$ cat src/rtl/seq_binbcd_pkg.sv
// Shared types and helpers for the sequential binary-to-BCD converter.
package binbcd_pkg;

  typedef enum logic [1:0] {
    IDLE,
    SHIFT,
    DONE
  } state_t;

  typedef logic [3:0] bcd_digit_t;

  // Decimal digits needed for a WIDTH-bit unsigned value (log10(2) ~ 0.301).
  function automatic int unsigned digits_for(input int unsigned width);
    return (width * 301) / 1000 + 1;
  endfunction

endpackage

$ cat src/rtl/seq_binbcd_if.sv
// Input/output valid-ready handshake bundle for seq_binbcd.
interface seq_binbcd_if
  import binbcd_pkg::*;
#(
  parameter int unsigned WIDTH  = 16,
  parameter int unsigned DIGITS = digits_for(WIDTH)
);

  logic                  in_valid;
  logic                  in_ready;
  logic [WIDTH-1:0]      in_data;
  logic                  out_valid;
  logic                  out_ready;
  logic [4*DIGITS-1:0]   out_bcd;
  logic                  out_neg;

  modport master (
    output in_valid, in_data, out_ready,
    input  in_ready, out_valid, out_bcd, out_neg
  );

  modport slave (
    input  in_valid, in_data, out_ready,
    output in_ready, out_valid, out_bcd, out_neg
  );

endinterface

$ cat src/rtl/seq_binbcd_add3.sv
// Double-dabble digit correction: add 3 to any digit of 5 or more.
module bcd_add3_cell
  import binbcd_pkg::*;
(
  input  bcd_digit_t i_digit,
  output bcd_digit_t o_digit
);

  assign o_digit = (i_digit >= 4'd5) ? i_digit + 4'd3 : i_digit;

endmodule

$ cat src/rtl/seq_binbcd.sv
// Multi-cycle shift-and-add-3 binary-to-BCD converter, one input bit per clock,
// optional signed-magnitude input, valid/ready on both sides.
module seq_binbcd
  import binbcd_pkg::*;
#(
  parameter int unsigned WIDTH  = 16,
  parameter bit          SIGNED = 1'b0
) (
  input  logic          clk,
  input  logic          reset,
  seq_binbcd_if.slave   bus
);

  localparam int unsigned DIGITS = digits_for(WIDTH);
  localparam int unsigned CW     = $clog2(WIDTH + 1);

  state_t                r_state, w_state_nxt;
  logic [WIDTH-1:0]      r_bin, w_bin_nxt;
  logic [4*DIGITS-1:0]   r_bcd, w_bcd_nxt, w_bcd_adj;
  logic [CW-1:0]         r_cnt, w_cnt_nxt;
  logic                  r_neg, w_neg_nxt;
  logic                  w_in_neg;
  logic [WIDTH-1:0]      w_mag;

  // Negating the most negative value wraps to 2^(WIDTH-1), which is the
  // correct magnitude when read back as unsigned.
  assign w_in_neg = SIGNED & bus.in_data[WIDTH-1];
  assign w_mag    = w_in_neg ? ('0 - bus.in_data) : bus.in_data;

  for (genvar k = 0; k < DIGITS; k++) begin : g_cell
    bcd_add3_cell u_cell (
      .i_digit (r_bcd[4*k +: 4]),
      .o_digit (w_bcd_adj[4*k +: 4])
    );
  end

  always_comb begin
    w_state_nxt   = r_state;
    w_bin_nxt     = r_bin;
    w_bcd_nxt     = r_bcd;
    w_cnt_nxt     = r_cnt;
    w_neg_nxt     = r_neg;
    bus.in_ready  = 1'b0;
    bus.out_valid = 1'b0;
    case (r_state)
      IDLE: begin
        bus.in_ready = 1'b1;
        if (bus.in_valid) begin
          w_state_nxt = SHIFT;
          w_bin_nxt   = w_mag;
          w_bcd_nxt   = '0;
          w_neg_nxt   = w_in_neg;
          w_cnt_nxt   = CW'(WIDTH);
        end
      end
      SHIFT: begin
        {w_bcd_nxt, w_bin_nxt} = {w_bcd_adj, r_bin} << 1;
        w_cnt_nxt = r_cnt - CW'(1);
        if (r_cnt == CW'(1)) begin
          w_state_nxt = DONE;
        end
      end
      DONE: begin
        bus.out_valid = 1'b1;
        if (bus.out_ready) begin
          w_state_nxt = IDLE;
        end
      end
      default: w_state_nxt = IDLE;
    endcase
  end

  always_ff @(posedge clk) begin
    if (reset) begin
      r_state <= IDLE;
      r_bin   <= '0;
      r_bcd   <= '0;
      r_cnt   <= '0;
      r_neg   <= 1'b0;
    end else begin
      r_state <= w_state_nxt;
      r_bin   <= w_bin_nxt;
      r_bcd   <= w_bcd_nxt;
      r_cnt   <= w_cnt_nxt;
      r_neg   <= w_neg_nxt;
    end
  end

  assign bus.out_bcd = r_bcd;
  assign bus.out_neg = r_neg;

endmodule
$ cat src/flat_wrapper.sv
// flat-port wrapper written by rule: the top's interface ports become plain ports
module seq_binbcd_flat import binbcd_pkg::*;
#(
  parameter int unsigned WIDTH  = 16,
  parameter bit          SIGNED = 1'b0
)
  (clk, reset, bus_in_valid, bus_in_data, bus_out_ready, bus_in_ready, bus_out_valid, bus_out_bcd, bus_out_neg);
  seq_binbcd_if #(.WIDTH(WIDTH)) bus_i ();
  input  logic clk;
  input  logic reset;
  input wire logic [$bits(bus_i.in_valid)-1:0] bus_in_valid;
  input wire logic [$bits(bus_i.in_data)-1:0] bus_in_data;
  input wire logic [$bits(bus_i.out_ready)-1:0] bus_out_ready;
  output wire logic [$bits(bus_i.in_ready)-1:0] bus_in_ready;
  output wire logic [$bits(bus_i.out_valid)-1:0] bus_out_valid;
  output wire logic [$bits(bus_i.out_bcd)-1:0] bus_out_bcd;
  output wire logic [$bits(bus_i.out_neg)-1:0] bus_out_neg;
  assign bus_i.in_valid = bus_in_valid;
  assign bus_i.in_data = bus_in_data;
  assign bus_i.out_ready = bus_out_ready;
  assign bus_in_ready = bus_i.in_ready;
  assign bus_out_valid = bus_i.out_valid;
  assign bus_out_bcd = bus_i.out_bcd;
  assign bus_out_neg = bus_i.out_neg;
  seq_binbcd #(.WIDTH(WIDTH), .SIGNED(SIGNED)) u_core (.clk(clk), .reset(reset), .bus(bus_i));
endmodule
$ cat config.mk
export PLATFORM = sky130hd
export DESIGN_NAME = seq_binbcd_flat
export DESIGN_NICKNAME = d
export VERILOG_FILES = /design/src/rtl/seq_binbcd_pkg.sv /design/src/rtl/seq_binbcd_if.sv /design/src/rtl/seq_binbcd_add3.sv /design/src/rtl/seq_binbcd.sv /design/src/flat_wrapper.sv
export SDC_FILE = /design/constraint.sdc
export NUM_CORES = 1
export LEC_CHECK = 0
export BUFFER_PORTS_ARGS = -buffer_cell sky130_fd_sc_hd__buf_2
export CAP_MARGIN = 10
export CORE_MARGIN = 2
export CORE_UTILIZATION = 50
export DETAILED_ROUTE_END_ITERATION = 12
export HOLD_SLACK_MARGIN = 0.05
export PLACE_DENSITY = 0.73
export RECOVER_POWER = 50
export SETUP_SLACK_MARGIN = 0.15
export SLEW_MARGIN = 20
export SYNTH_ARGS = -nofsm -noshare
export SYNTH_HDL_FRONTEND = slang
export SYNTH_HIERARCHICAL = 1
export SYNTH_SLANG_ARGS = --single-unit
$ cat constraint.sdc
create_clock -name clk -period 1.2 [get_ports clk]
set_input_delay 0 -clock clk [delete_from_list [all_inputs] [get_ports clk]]
set_output_delay 0 -clock clk [all_outputs]
set_load 0.05 [all_outputs]
==> results of run 1 <==
-- through the flow --
step	instance area [um^2]	setup slack (ns)	power [mW]	util, %
2_1_floorplan	2813	-0.1393	2.048	-
3_3_place_gp	3193	-0.03662	2.170	67.60
3_5_place_dp	3193	-0.05708	2.186	67.60
4_1_cts	3807	-0.07936	3.530	80.61
5_1_grt	4084	-0.1922	3.823	86.46
6_report	4084	-0.1556	3.701	86.46
-- cell type report --
cell class,instances,area (um^2),area share (%)
multi-input cells,212,1946,47.64
clock inverters,1,5.005,0.1225
inverters,28,125.1,3.064
flip-flops and latches,43,918.4,22.49
clock buffers,7,107.6,2.635
repair buffers,101,898.4,22.00
well taps,67,83.83,2.053
-- flip-flops by register name (all words and copies together) (netlist names) --
signal	cells
u_core/bus.out_bcd	20
u_core/r_bin	16
u_core/r_cnt	5
u_core/r_state	2
-- final timing paths --
kind              depth (start not counted)                     to
setup / recovery                          7  u_core/bus.out_bcd[2]
hold reg to reg                           2        u_core/r_bin[0]
hold / removal                            4      u_core/r_state[1]
setup reg to reg                          7  u_core/bus.out_bcd[2]
-- power breakdown --
| part | total (mW) | leakage, nW | switching [mW] | internal [mW] |
|---|---|---|---|---|
| registers | 1.59 | 0.367 | 0.102 | 1.48 |
| logic | 0.963 | 1.29 | 0.465 | 0.498 |
| clock network | 1.15 | 0.0594 | 0.560 | 0.591 |
| total | 3.70 | 1.71 | 1.13 | 2.57 |
-- cells in the final DEF (no fill, tap or decap), types with 2 or more instances in the layout --
cell type  count
inv_4          8
o21ai_1        5
nand2b_1       3
a22oi_1       11
dfxtp_2       13
inv_2          3
clkbuf_8       6
o22a_1         2
xnor2_1        5
a22oi_2       11
nor2_1        39
o221a_4       14
nand2_1       20
nand2_2        2
buf_8          5
a21oi_1       20
buf_2         27
nor2b_4        2
ha_4          11
inv_1         17
buf_4         35
nor2_2        11
nand2b_4       9
dfxtp_1       19
buf_6         16
o21ai_2        3
dfxtp_4       11
a21oi_2        8
a21oi_4        5
clkbuf_2       9
buf_16         4
nor2_4         6
mux2i_1        6
buf_12         4
nand3b_1       3
-- routing by layer --
layer	vias to the layer above	part of all wire (%)	GRT usage, %
met2	84	50	43.85
met1	1227	41	35.90
met5	-	0	0
li1	1224	-	-
met3	37	4.3	4.801
met4	0	4.1	8.485
-- worst min-delay path, delay by kind of cell --
kind	cells	cell delay, ns
and+or+nand+nor	1	0.11
AOI/OAI and AO/OA	1	0.09
buffers and inverters	2	0.16
-- what timing repair did --
item,in CTS,in global routing
gates cloned,5,0
resized for setup,64,59
endpoints found under the hold margin,1,0
buffers inserted,13,10
hold buffers,1,0
endpoints found under the setup margin,47,51
pin swaps,34,34
==> impl_metrics.json, run 1 <==
{
  "syn_avg_cell_area_um2": 7.965,
  "max-cap-violations": 0,
  "dp_hpwl_um": 3733,
  "wl_per_cell_um": 17.87,
  "timing.final.crit_share_pct": 113.0,
  "gp_congestion": 0.8145,
  "dp_cells": 422,
  "crit_slowest_cell": "dfxtp_4",
  "worstSetupPathType": "flop to flop",
  "hold_violations": 0,
  "critPathLaunch": "u_core/bus.out_bcd[1]",
  "path_buf_inv": 1,
  "cp_max_fo": 3,
  "setup_viol_count_final": 19,
  "port_buffers": 41,
  "cts_made_buffers": 5,
  "cts_root_buf": "clkbuf_8",
  "clk_pin_slew_ns": 0.09,
  "cp-end-kind": "flop",
  "hold_path.startpoint": "bus_out_ready",
  "tns_ns": -0.9709,
  "io_pins": 43,
  "timing.fmax_mhz": 737.7,
  "min_path_type": "input port to flop",
  "period_needed_ns": 1.356,
  "crit_path_start_kind": "flop",
  "fin_nets": 423,
  "drc": 0,
  "violations": "setup timing",
  "reg2reg_from": "u_core/bus.out_bcd[1]",
  "power.leakage_nw": 1.714,
  "p_per_area_nw_per_um2": 906.2,
  "fin_cells": 459,
  "row_count": 25,
  "insertion_delay_ns": 0.31,
  "wl_um": 8203,
  "drv_slew": 0,
  "worst-r2r-setup-slack_ns": -0.16,
  "start_util_pct": 51.60,
  "grt_max_degree": 44,
  "hold_ws_ns": 0.08865,
  "ant_nets": 0,
  "vias_per_cell": 5.603,
  "cts_tree": "done",
  "diodes": 0,
  "clock_skew_ns": 0.01054,
  "arrival_ns": 1.59,
  "drt_iter0_markers": 110,
  "path_cells": "inv_4, ha_4, nand2b_4, a21oi_4, mux2i_1, a22oi_1, nor2_1",
  "first_pass_iters": 5,
  "grt_overflow": 0,
  "outcome": "complete, but fails checks",
  "clock-sinks": 43,
  "crit_required_ns": 1.43,
  "synthesis.area_um2": 2437,
  "syn_nets": 338,
  "grt_pass1_vias": 2318,
  "design.die.area_um2": 5449,
  "yosysWarnings": 6,
  "die_h_um": 73.82,
  "core_um2": 4723,
  "die_w_um": 73.82,
  "cts_max_level": 2,
  "max_stage_delay_ns": 0.36,
  "final_layout_size_suffix_gt1_share_pct": 59.69,
  "syn_to_final_growth_pct": 67.56,
  "antenna_found_initial": 0,
  "path_delay_family": "flip-flops",
  "grt_usage_pct": 26.89,
  "ir_worst_vdd_uv": 799.5,
  "num-fill-cells": 221,
  "setup_ws_ns": -0.1556,
  "rsz0062_at_grt": "yes",
  "grt_pass1_wl_um": 11240,
  "dr_total_vias": 2572,
  "syn_inst": 306,
  "clock_path_buffers": 2
}
Power figures use the tool's default switching activity.
==> run 2, diff against run 1 <==
- PLACE_DENSITY: 0.73 -> 0.74
- SYNTH_HIERARCHICAL: 1 -> default
==> impl_metrics.json, run 2 <==
{
  "outcome": "complete, but fails checks",
  "violations": "setup timing",
  "crit_path_start_kind": "flop",
  "synthTopCellsByArea": "dfxtp_1 36%, nor2_1 8.0%, a21oi_1 8.0%",
  "power.leakage_nw": 1.645,
  "syn_to_final_growth_pct": 72.80,
  "grt_usage_pct": 27.17,
  "critPathCapture": "u_core.bus.out_bcd[16]",
  "io_pins": 43,
  "yosys_register_bits": 43,
  "wl_um": 8663,
  "cts_max_level": 2,
  "final_layout_size_suffix_gt1_share_pct": 64.15,
  "r2r-end": "u_core.bus.out_bcd[16]",
  "grt_pass1_wl_um": 11090,
  "cp_max_fo": 3,
  "num-fill-cells": 213,
  "period_needed_ns": 1.365,
  "design.die.area_um2": 5344,
  "syn_nets": 316,
  "timing.final.crit_share_pct": 113.8,
  "fin_nets": 402,
  "cp-end-kind": "flop",
  "hold_violations": 0,
  "port_buffers": 41,
  "clock_skew_ns": 0.008298,
  "min_path_type": "input port to flop",
  "drc": 0,
  "worst-r2r-setup-slack_ns": -0.17,
  "largest_reg_flops": 20,
  "drv_slew": 0,
  "diodes": 0,
  "synth_top_cell_by_area": "dfxtp_1",
  "crit_required_ns": 1.41,
  "gp_congestion": 0.8304,
  "clk_pin_slew_ns": 0.10,
  "synth_edf_count": 0,
  "synth_cell_types": 37,
  "rr_worst_depth": 5,
  "first_pass_iters": 4,
  "grt_overflow": 0,
  "clock_path_buffers": 2,
  "rsz0062_at_grt": "yes",
  "vias_per_cell": 5.911,
  "arrival_ns": 1.58,
  "reg2reg_from": "u_core.bus.out_bcd[12]",
  "cts_made_buffers": 5,
  "tns_ns": -1.855,
  "start_util_pct": 51.22,
  "ir_worst_vdd_uv": 1203,
  "setup_viol_count_final": 28,
  "timing.fmax_mhz": 732.4,
  "synth.top_cells.by_count": "51 x nor2_1, 43 x dfxtp_1, 38 x a21oi_1",
  "dp_hpwl_um": 4130,
  "cts_tree": "done",
  "die_h_um": 73.10,
  "row_count": 25,
  "yosysWarnings": 0,
  "cts_root_buf": "clkbuf_8",
  "synthesis.area_um2": 2387,
  "async_flop_share_pct": 0,
  "final_common_cell": "nor2_1",
  "core_um2": 4661,
  "max-cap-violations": 0,
  "syn_inst": 284,
  "drt_iter0_markers": 198,
  "ys_seq_area_share_pct": 36.06,
  "fin_cells": 425,
  "die_w_um": 73.10,
  "grt_pass1_vias": 2286,
  "wl_per_cell_um": 20.38,
  "clock-sinks": 43,
  "final_cell_mix": "32 x nor2_1, 26 x buf_4, 23 x dfxtp_1",
  "critPathLaunch": "u_core.bus.out_bcd[12]",
  "p_per_area_nw_per_um2": 956.0,
  "grt_max_degree": 19,
  "dp_cells": 394,
  "synth_flop_cell": "dfxtp_1",
  "syn_avg_cell_area_um2": 8.406,
  "ant_nets": 0,
  "yosysTopAreaCellShare_pct": 36.06,
  "antenna_found_initial": 0,
  "place_ws_ns": -0.1189,
  "post-synth-top-count-cell": "nor2_1",
  "setup_ws_ns": -0.1653,
  "dr_total_vias": 2512,
  "worstSetupPathType": "flop to flop",
  "insertion_delay_ns": 0.31
}
-- run 2: cell type report --
cell class,count,area [um^2],share of cell area (%)
clock buffer,5,68.82,1.668
inverter,22,100.1,2.426
timing repair buffer,98,862.1,20.90
sequential,43,918.4,22.26
multi-input combinational,200,2041,49.47
clock inverter,3,67.56,1.638
tap,54,67.56,1.638
-- run 2: what timing repair did --
action / 4_1_cts / 5_1_grt
hold buffers: 1 / 0
setup endpoints to repair: 53 / 55
resized for setup: 88 / 77
buffers inserted: 8 / 11
gates cloned: 2 / 1
endpoints found under the hold margin: 1 / 0
pin swaps: 36 / 52
-- run 2: stage by stage --
stage                     area, um^2  hold slack [ns]  power, mW  utilization, %
after floorplan                 2711           0.2043      1.999               -
after global placement          3118           0.3431      2.137           66.90
after detailed placement        3118           0.3568      2.154           66.90
after CTS                       3730           0.1178      3.688           80.03
after global routing            4125           0.1341      4.065           88.51
final                           4125           0.1238      3.944           88.51
-- run 2: per-layer routing --
| metal | up-vias | routed length [um] | track usage, % |
|---|---|---|---|
| met5 | - | 0 | 0 |
| met4 | 0 | 205 | 12.35 |
| met3 | 19 | 505 | 5.249 |
| met2 | 110 | 4420 | 46.35 |
| met1 | 1222 | 3531 | 32.82 |
| li1 | 1161 | - | - |
-- run 2: worst min-delay path by stage --
stage / to / slack [ns] / startpoint / cells after the start
final: u_core.r_bin[0] / 0.12 / bus_in_data[0] / 5
after global routing: u_core.bus.out_bcd[7] / 0.13 / reset / 3
after CTS: u_core.r_cnt[0] / 0.12 / reset / 3
after detailed placement: u_core.r_state[1] / 0.36 / bus_out_ready / 4
after global placement: u_core.r_state[1] / 0.34 / bus_out_ready / 4
after floorplan: u_core.r_state[1] / 0.20 / bus_out_ready / 3
-- run 2: critical path, cell delays in order, from the launching register on --
cell and delay (ns):
dfxtp_4 0.38, buf_6 0.12, o21ai_1 0.21, xor2_1 0.26, nor2_2 0.10, a22o_1 0.19
-- run 2: report_power, final --
| group | leakage, nW | internal [mW] | switching (mW) |
|---|---|---|---|
| clock | 0.0644 | 0.831 | 0.567 |
| sequential | 0.365 | 1.48 | 0.0873 |
| combinational | 1.22 | 0.465 | 0.513 |
-- run 2: cells by family after synthesis --
kind of cell	count (synthesis)	share of synthesized area, %
adders and majority gates	12	6.289
muxes	7	2.987
DFF	43	36.06
AOI/OAI and AO/OA	83	25.11
xor gates and xnor gates	9	3.302
buffers and inverters	42	8.805
and+or+nand+nor	87	17.30
other	1	0.1571
